### src/rtl/alu_wb_pkg.sv
// alu_wb_pkg: shared widths, opcode map and FSM state encoding for the writeback stage
package alu_wb_pkg;
  localparam int DATA_W = 16;
  localparam int ADDR_W = 5;
  localparam int OP_W = 6;
  localparam logic [OP_W-1:0] OP_MOV   = 6'h00;
  localparam logic [OP_W-1:0] OP_MOVI  = 6'h01;
  localparam logic [OP_W-1:0] OP_LOAD  = 6'h02;
  localparam logic [OP_W-1:0] OP_STORE = 6'h03;
  localparam logic [OP_W-1:0] OP_ADD   = 6'h04;
  localparam logic [OP_W-1:0] OP_SUB   = 6'h05;
  localparam logic [OP_W-1:0] OP_NEG   = 6'h06;
  localparam logic [OP_W-1:0] OP_MUL   = 6'h07;
  localparam logic [OP_W-1:0] OP_DIV   = 6'h08;
  localparam logic [OP_W-1:0] OP_OR    = 6'h09;
  localparam logic [OP_W-1:0] OP_XOR   = 6'h0A;
  localparam logic [OP_W-1:0] OP_NAND  = 6'h0B;
  localparam logic [OP_W-1:0] OP_NOR   = 6'h0C;
  localparam logic [OP_W-1:0] OP_XNOR  = 6'h0D;
  localparam logic [OP_W-1:0] OP_NOT   = 6'h0E;
  localparam logic [OP_W-1:0] OP_LLSH  = 6'h0F;
  localparam logic [OP_W-1:0] OP_LRSH  = 6'h10;
  typedef enum logic [1:0] {IDLE, WR1, WR2, RET} state_t;
endpackage

### src/rtl/wb_result_mux.sv
// wb_result_mux: picks the low/high result words and write count for an opcode
module wb_result_mux
  import alu_wb_pkg::*;
(
  input  logic [OP_W-1:0]     opcode,
  input  logic [DATA_W-1:0]   a,
  input  logic [DATA_W-1:0]   immediate,
  input  logic [DATA_W-1:0]   sum,
  input  logic [DATA_W-1:0]   diff,
  input  logic [DATA_W-1:0]   negate,
  input  logic [DATA_W-1:0]   divi,
  input  logic [2*DATA_W-1:0] multiplied,
  input  logic [DATA_W-1:0]   or_gat,
  input  logic [DATA_W-1:0]   xor_gat,
  input  logic [DATA_W-1:0]   nand_gat,
  input  logic [DATA_W-1:0]   nor_gat,
  input  logic [DATA_W-1:0]   xnor_gat,
  input  logic [DATA_W-1:0]   not_gat,
  input  logic [DATA_W-1:0]   shl,
  input  logic [DATA_W-1:0]   shr,
  output logic [DATA_W-1:0]   lo,
  output logic [DATA_W-1:0]   hi,
  output logic [1:0]          count,
  output logic                legal
);
  // legal is low for unmapped opcodes and for a divide by zero; both retire with err
  always_comb begin
    lo = '0;
    hi = '0;
    count = 2'd1;
    legal = 1'b1;
    case (opcode)
      OP_MOV:   lo = a;
      OP_MOVI:  lo = immediate;
      OP_LOAD:  count = 2'd0;
      OP_STORE: count = 2'd0;
      OP_ADD:   lo = sum;
      OP_SUB:   lo = diff;
      OP_NEG:   lo = negate;
      OP_MUL: begin
        lo = multiplied[DATA_W-1:0];
        hi = multiplied[2*DATA_W-1:DATA_W];
        count = 2'd2;
      end
      OP_DIV: begin
        lo = divi;
        count = (a == '0) ? 2'd0 : 2'd1;
        legal = (a != '0);
      end
      OP_OR:    lo = or_gat;
      OP_XOR:   lo = xor_gat;
      OP_NAND:  lo = nand_gat;
      OP_NOR:   lo = nor_gat;
      OP_XNOR:  lo = xnor_gat;
      OP_NOT:   lo = not_gat;
      OP_LLSH:  lo = shl;
      OP_LRSH:  lo = shr;
      default: begin
        count = 2'd0;
        legal = 1'b0;
      end
    endcase
  end
endmodule

### src/rtl/alu_writeback.sv
// alu_writeback: captures the selected ALU result and writes it out one word per cycle
module alu_writeback
  import alu_wb_pkg::*;
(
  input  logic                clk,
  input  logic                rst_n,
  input  logic                in_valid,
  output logic                in_ready,
  input  logic [OP_W-1:0]     opcode,
  input  logic [ADDR_W-1:0]   rdst1,
  input  logic [ADDR_W-1:0]   rdst2,
  input  logic [DATA_W-1:0]   a,
  input  logic [DATA_W-1:0]   immediate,
  input  logic [DATA_W-1:0]   sum,
  input  logic [DATA_W-1:0]   diff,
  input  logic [DATA_W-1:0]   negate,
  input  logic [DATA_W-1:0]   divi,
  input  logic [2*DATA_W-1:0] multiplied,
  input  logic [DATA_W-1:0]   or_gat,
  input  logic [DATA_W-1:0]   xor_gat,
  input  logic [DATA_W-1:0]   nand_gat,
  input  logic [DATA_W-1:0]   nor_gat,
  input  logic [DATA_W-1:0]   xnor_gat,
  input  logic [DATA_W-1:0]   not_gat,
  input  logic [DATA_W-1:0]   shl,
  input  logic [DATA_W-1:0]   shr,
  input  logic                mem_busy,
  output logic                wr_en,
  output logic [ADDR_W-1:0]   wr_addr,
  output logic [DATA_W-1:0]   wr_data,
  output logic                done,
  output logic                flag_z,
  output logic                flag_n,
  output logic                err
);
  state_t state;
  logic [DATA_W-1:0] lo, hi, lo_q, hi_q;
  logic [ADDR_W-1:0] rdst2_q;
  logic [1:0] count;
  logic legal, mul_q;
  wb_result_mux u_mux (
    .opcode(opcode), .a(a), .immediate(immediate), .sum(sum), .diff(diff),
    .negate(negate), .divi(divi), .multiplied(multiplied), .or_gat(or_gat),
    .xor_gat(xor_gat), .nand_gat(nand_gat), .nor_gat(nor_gat), .xnor_gat(xnor_gat),
    .not_gat(not_gat), .shl(shl), .shr(shr), .lo(lo), .hi(hi), .count(count),
    .legal(legal)
  );
  // done follows the write port handshake, so it is decoded from the stall input this cycle
  assign done = (state == RET) | (wr_en & !mem_busy & ((state == WR2) | !mul_q));
  // FSM with registered write port, ready and error outputs; flags load when a writing instruction retires
  always_ff @(posedge clk or negedge rst_n) begin
    if (!rst_n) begin
      state <= IDLE;
      in_ready <= 1'b1;
      wr_en <= 1'b0;
      wr_addr <= '0;
      wr_data <= '0;
      err <= 1'b0;
      flag_z <= 1'b0;
      flag_n <= 1'b0;
      lo_q <= '0;
      hi_q <= '0;
      rdst2_q <= '0;
      mul_q <= 1'b0;
    end else begin
      case (state)
        IDLE: if (in_valid) begin
          lo_q <= lo;
          hi_q <= hi;
          rdst2_q <= rdst2;
          mul_q <= (count == 2'd2);
          in_ready <= 1'b0;
          if (count != 2'd0) begin
            state <= WR1;
            wr_en <= 1'b1;
            wr_addr <= rdst1;
            wr_data <= lo;
          end else begin
            state <= RET;
            err <= !legal;
          end
        end
        WR1, WR2: if (!mem_busy) begin
          if (state == WR1 && mul_q) begin
            state <= WR2;
            wr_addr <= rdst2_q;
            wr_data <= hi_q;
          end else begin
            state <= IDLE;
            in_ready <= 1'b1;
            wr_en <= 1'b0;
            wr_addr <= '0;
            wr_data <= '0;
            flag_z <= (lo_q == '0) && (hi_q == '0);
            flag_n <= mul_q ? hi_q[DATA_W-1] : lo_q[DATA_W-1];
          end
        end
        RET: begin
          state <= IDLE;
          in_ready <= 1'b1;
          err <= 1'b0;
        end
        default: state <= IDLE;
      endcase
    end
  end
endmodule

### config.mk
export PLATFORM = sky130hd
export DESIGN_NAME = alu_writeback
export DESIGN_NICKNAME = d
export VERILOG_FILES = /design/src/rtl/alu_wb_pkg.sv /design/src/rtl/wb_result_mux.sv /design/src/rtl/alu_writeback.sv
export SDC_FILE = /design/constraint.sdc
export NUM_CORES = 1
export LEC_CHECK = 0
export CORE_AREA = 2 2 119 121
export CTS_CLUSTER_DIAMETER = 200
export CTS_CLUSTER_SIZE = 30
export DETAILED_ROUTE_END_ITERATION = 7
export DIE_AREA = 0 0 121 123
export GPL_TIMING_DRIVEN = 0
export PLACE_DENSITY = 0.82
export SLEW_MARGIN = 20
export SYNTH_ARGS = -nofsm -noshare
export SYNTH_HDL_FRONTEND = slang
export SYNTH_SLANG_ARGS = --single-unit
### constraint.sdc
create_clock -name clk -period 4.9 [get_ports clk]
set_clock_uncertainty 0.05 [all_clocks]
set_input_delay 0.49 -clock clk [delete_from_list [all_inputs] [get_ports clk]]
set_output_delay 0.49 -clock clk [all_outputs]
set_load 0.02 [all_outputs]
==> flow_summary_export.csv <==
group,metric,value,unit
layout,multi_input_area,3290,um2
critical_path,r2r_end,"wr_data[6]",
global_routing,met1_usage,0.426,
logic_synthesis,async_flop_share,1.00,
global_routing,gr-max-usage-layer,"met2",
timing,fin_setup_tns,0,ps
global_routing,grt_max_degree,59,
cts,cts_setup_buffers,0,
cts,path_clk_slew,60,ps
critical_path,timing.rr.start,"state[1]",
min_path,min-delay-start,"rdst2_q[4]",
logic_synthesis,synth_edf_count,0,
drt,vias,6863,
floorplanning,die_area,14900,um2
drt,ant_nets,0,
global_routing,grt_pass1_wl,39200,um
logic_synthesis,yosysTopAreaCellShare,0.309,
timing,max_slew_margin,0.472,
critical_path,rr_worst_depth,8,
cts,numCtsBuffers,9,
drt,post-route-drc-count,0,
timing,rsz0062_at_grt,"no",
layout,drive_above_1_share,0.0902,
drt,avgRoutedWirePerCell,23.4,um
floorplanning,ios,303,
global_routing,grtUsageMet2,0.583,
critical_path,worst-setup-path-type,"input port to flop",
timing,drv_slew,0,
placed_design,dp_hpwl,21700,um
power,vdd_ir_drop_max,0.248,mV
run,maxCapViolCount,0,
min_path,hold_path_end,"rdst2_q[4]",
global_routing,grt_pass1_vias,7007,
layout,fillers,1136,
logic_synthesis,yosys-top-cells-count,"nand2_1 (100), nand3_1 (90), dfrtp_1 (65), o21ai_0 (34), a21oi_1 (30)",
cts,cts-htree-levels,3,
drt,firstDrtPassIters,5,
power,p_per_area,362,nW/um2
critical_path,cp-start-kind,"input port",
timing,max_freq,322,MHz
logic_synthesis,netlist_area,5260,um2
cts,cts_tree,"done",
timing,finalHoldViolCount,0,
logic_synthesis,yosys.area.top_type,"dfrtp_1",
global_routing,antenna_found_initial,1,
timing,post-route-min-period,3110,ps
logic_synthesis,syn_area_per_cell,8.28,um2
logic_synthesis,syn-num-nets,917,
floorplanning,die_h,123,um
drt,finalWirelength,26500,um
critical_path,cp-end-kind,"flop",
timing,worst_slew_pin_slew,772,ps
global_routing,grtUsageMet3,0.0987,
min_path,hold_class,"flop to flop",
critical_path,crit_arrival,3240,ps
logic_synthesis,ys.flop_type,"dfrtp_1",
global_routing,gr-total-overflow,0,
drt,drt_iter0_markers,816,
layout,stdcell_area,8850,um2
power,p_leak,0.00351,uW
timing,fin_crit_sh,0.635,
layout,regArea,1650,um2
global_routing,grtUsageTotal,0.353,
logic_synthesis,synth_cell_types,63,
cts,worstSkewPairLatency,330,ps
placed_design,portBuffers,300,
min_path,hold_depth,2,
placed_design,placed_area,8520,um2
status,status,"complete, no violations",
cts,cts_resized,0,
logic_synthesis,synthCells,636,
critical_path,critPathMaxFanout,10,
cts,root_buffer,"clkbuf_16",
critical_path,cp.required,5030,ps
cts,postCtsHoldBufs,1,
floorplanning,die_w,121,um
layout,nets,1230,
drt,via_per_inst,6.05,
layout,areaGrowthSynthToFinish,68.1,%
placed_design,gp_congestion,0.940,
floorplanning,initial_core_util,0.387,
floorplanning,fp.coreArea,13600,um2
logic_synthesis,synth_seq_cells,66,
logic_synthesis,ys_seq_area_frac,0.314,
timing,setup_violations,0,
floorplanning,floorplan.rows,43,
logic_synthesis,yosysWarnings,0,
cts,clock_path_buffers,2,
critical_path,reg2reg_slack,2160,ps
logic_synthesis,ys_top_cells_by_area,"dfrtp_1 (31%), nand3_1 (8.6%), nand2_1 (7.1%)",
logic_synthesis,synth_most_common_cell,"nand2_1",
cts,cts.sinks,66,
-- state kept, by name (all words and copies together) (netlist names) --
signal / count
state: 2
flag_z: 1
lo_q: 16
in_ready: 1
rdst2_q: 5
err: 1
flag_n: 1
mul_q: 1
wr_addr: 5
wr_en: 1
wr_data: 16
hi_q: 16
-- cell families after synthesis --
logic type	after synthesis	share of synthesized area
compound gates	149	0.192
fa+ha+maj	5	0.0119
buf+inv	67	0.0608
flops	66	0.314
mux	52	0.129
simple gates	297	0.292
-- metrics by stage --
step	hold slack (ps)	worst slack, ps	std cells	power (uW)	util
detailed placement	282	1510	1117	2490	0.626
floorplan	144	2710	636	1750	-
global placement	409	1130	1116	2450	0.624
global route	457	1720	1133	3390	0.650
finish	434	1790	1134	3200	0.650
CTS	432	1850	1133	3190	0.650
-- worst max-delay path, cell delays in order --
cell             delay (ps)
clkdlybuf4s50_1         480
buf_2                   220
buf_1                   530
mux4_2                  420
and2_1                  190
o41ai_1                 730
a31oi_1                 160
-- metal layers --
| layer | part of all wire | wire length (um) | up-vias |
|---|---|---|---|
| li1 | - | - | 3051 |
| met1 | 0.37 | 9800 | 3231 |
| met2 | 0.47 | 12400 | 500 |
| met3 | 0.11 | 3030 | 79 |
| met4 | 0.047 | 1240 | 2 |
| met5 | 0.00045 | 12 | - |
-- power by group --
| part | internal [uW] | switching, uW |
|---|---|---|
| clock network | 455 | 235 |
| registers | 749 | 125 |
| logic | 757 | 880 |
| total | 1960 | 1240 |
-- layout by cell type (no fill, tap or decap), types with 17 or more instances in the layout --
cell type,instances
a21oi_1,30
a31oi_1,17
buf_2,19
clkbuf_1,26
clkdlybuf4s50_1,299
dfrtp_1,65
mux2_2,18
mux2i_1,23
nand2_1,100
nand3_1,90
nand4_1,18
nor4_1,17
o21ai_0,34
-- final cells by class --
cell class / instances / area share
clock inverter: 5 / 0.00891
buffer: 59 / 0.0328
tap: 180 / 0.0255
multi-input combinational: 503 / 0.372
antenna: 1 / 0.000283
clock buffer: 10 / 0.0270
timing repair buffer: 302 / 0.343
sequential: 66 / 0.187
inverter: 8 / 0.00339
-- how the worst max path moves through the flow --
stage	from	end	slack, ps	cells after the start
after detailed placement	opcode[3]	wr_data[4]	1510	8
after floorplan	state[0]	wr_data[14]	2710	8
after CTS	opcode[3]	wr_data[4]	1850	8
after global placement	rst_n	lo_q[4]	1130	1
final	opcode[3]	wr_data[11]	1790	7
after global routing	opcode[3]	wr_data[4]	1720	8
Power figures use the tool's default switching activity.
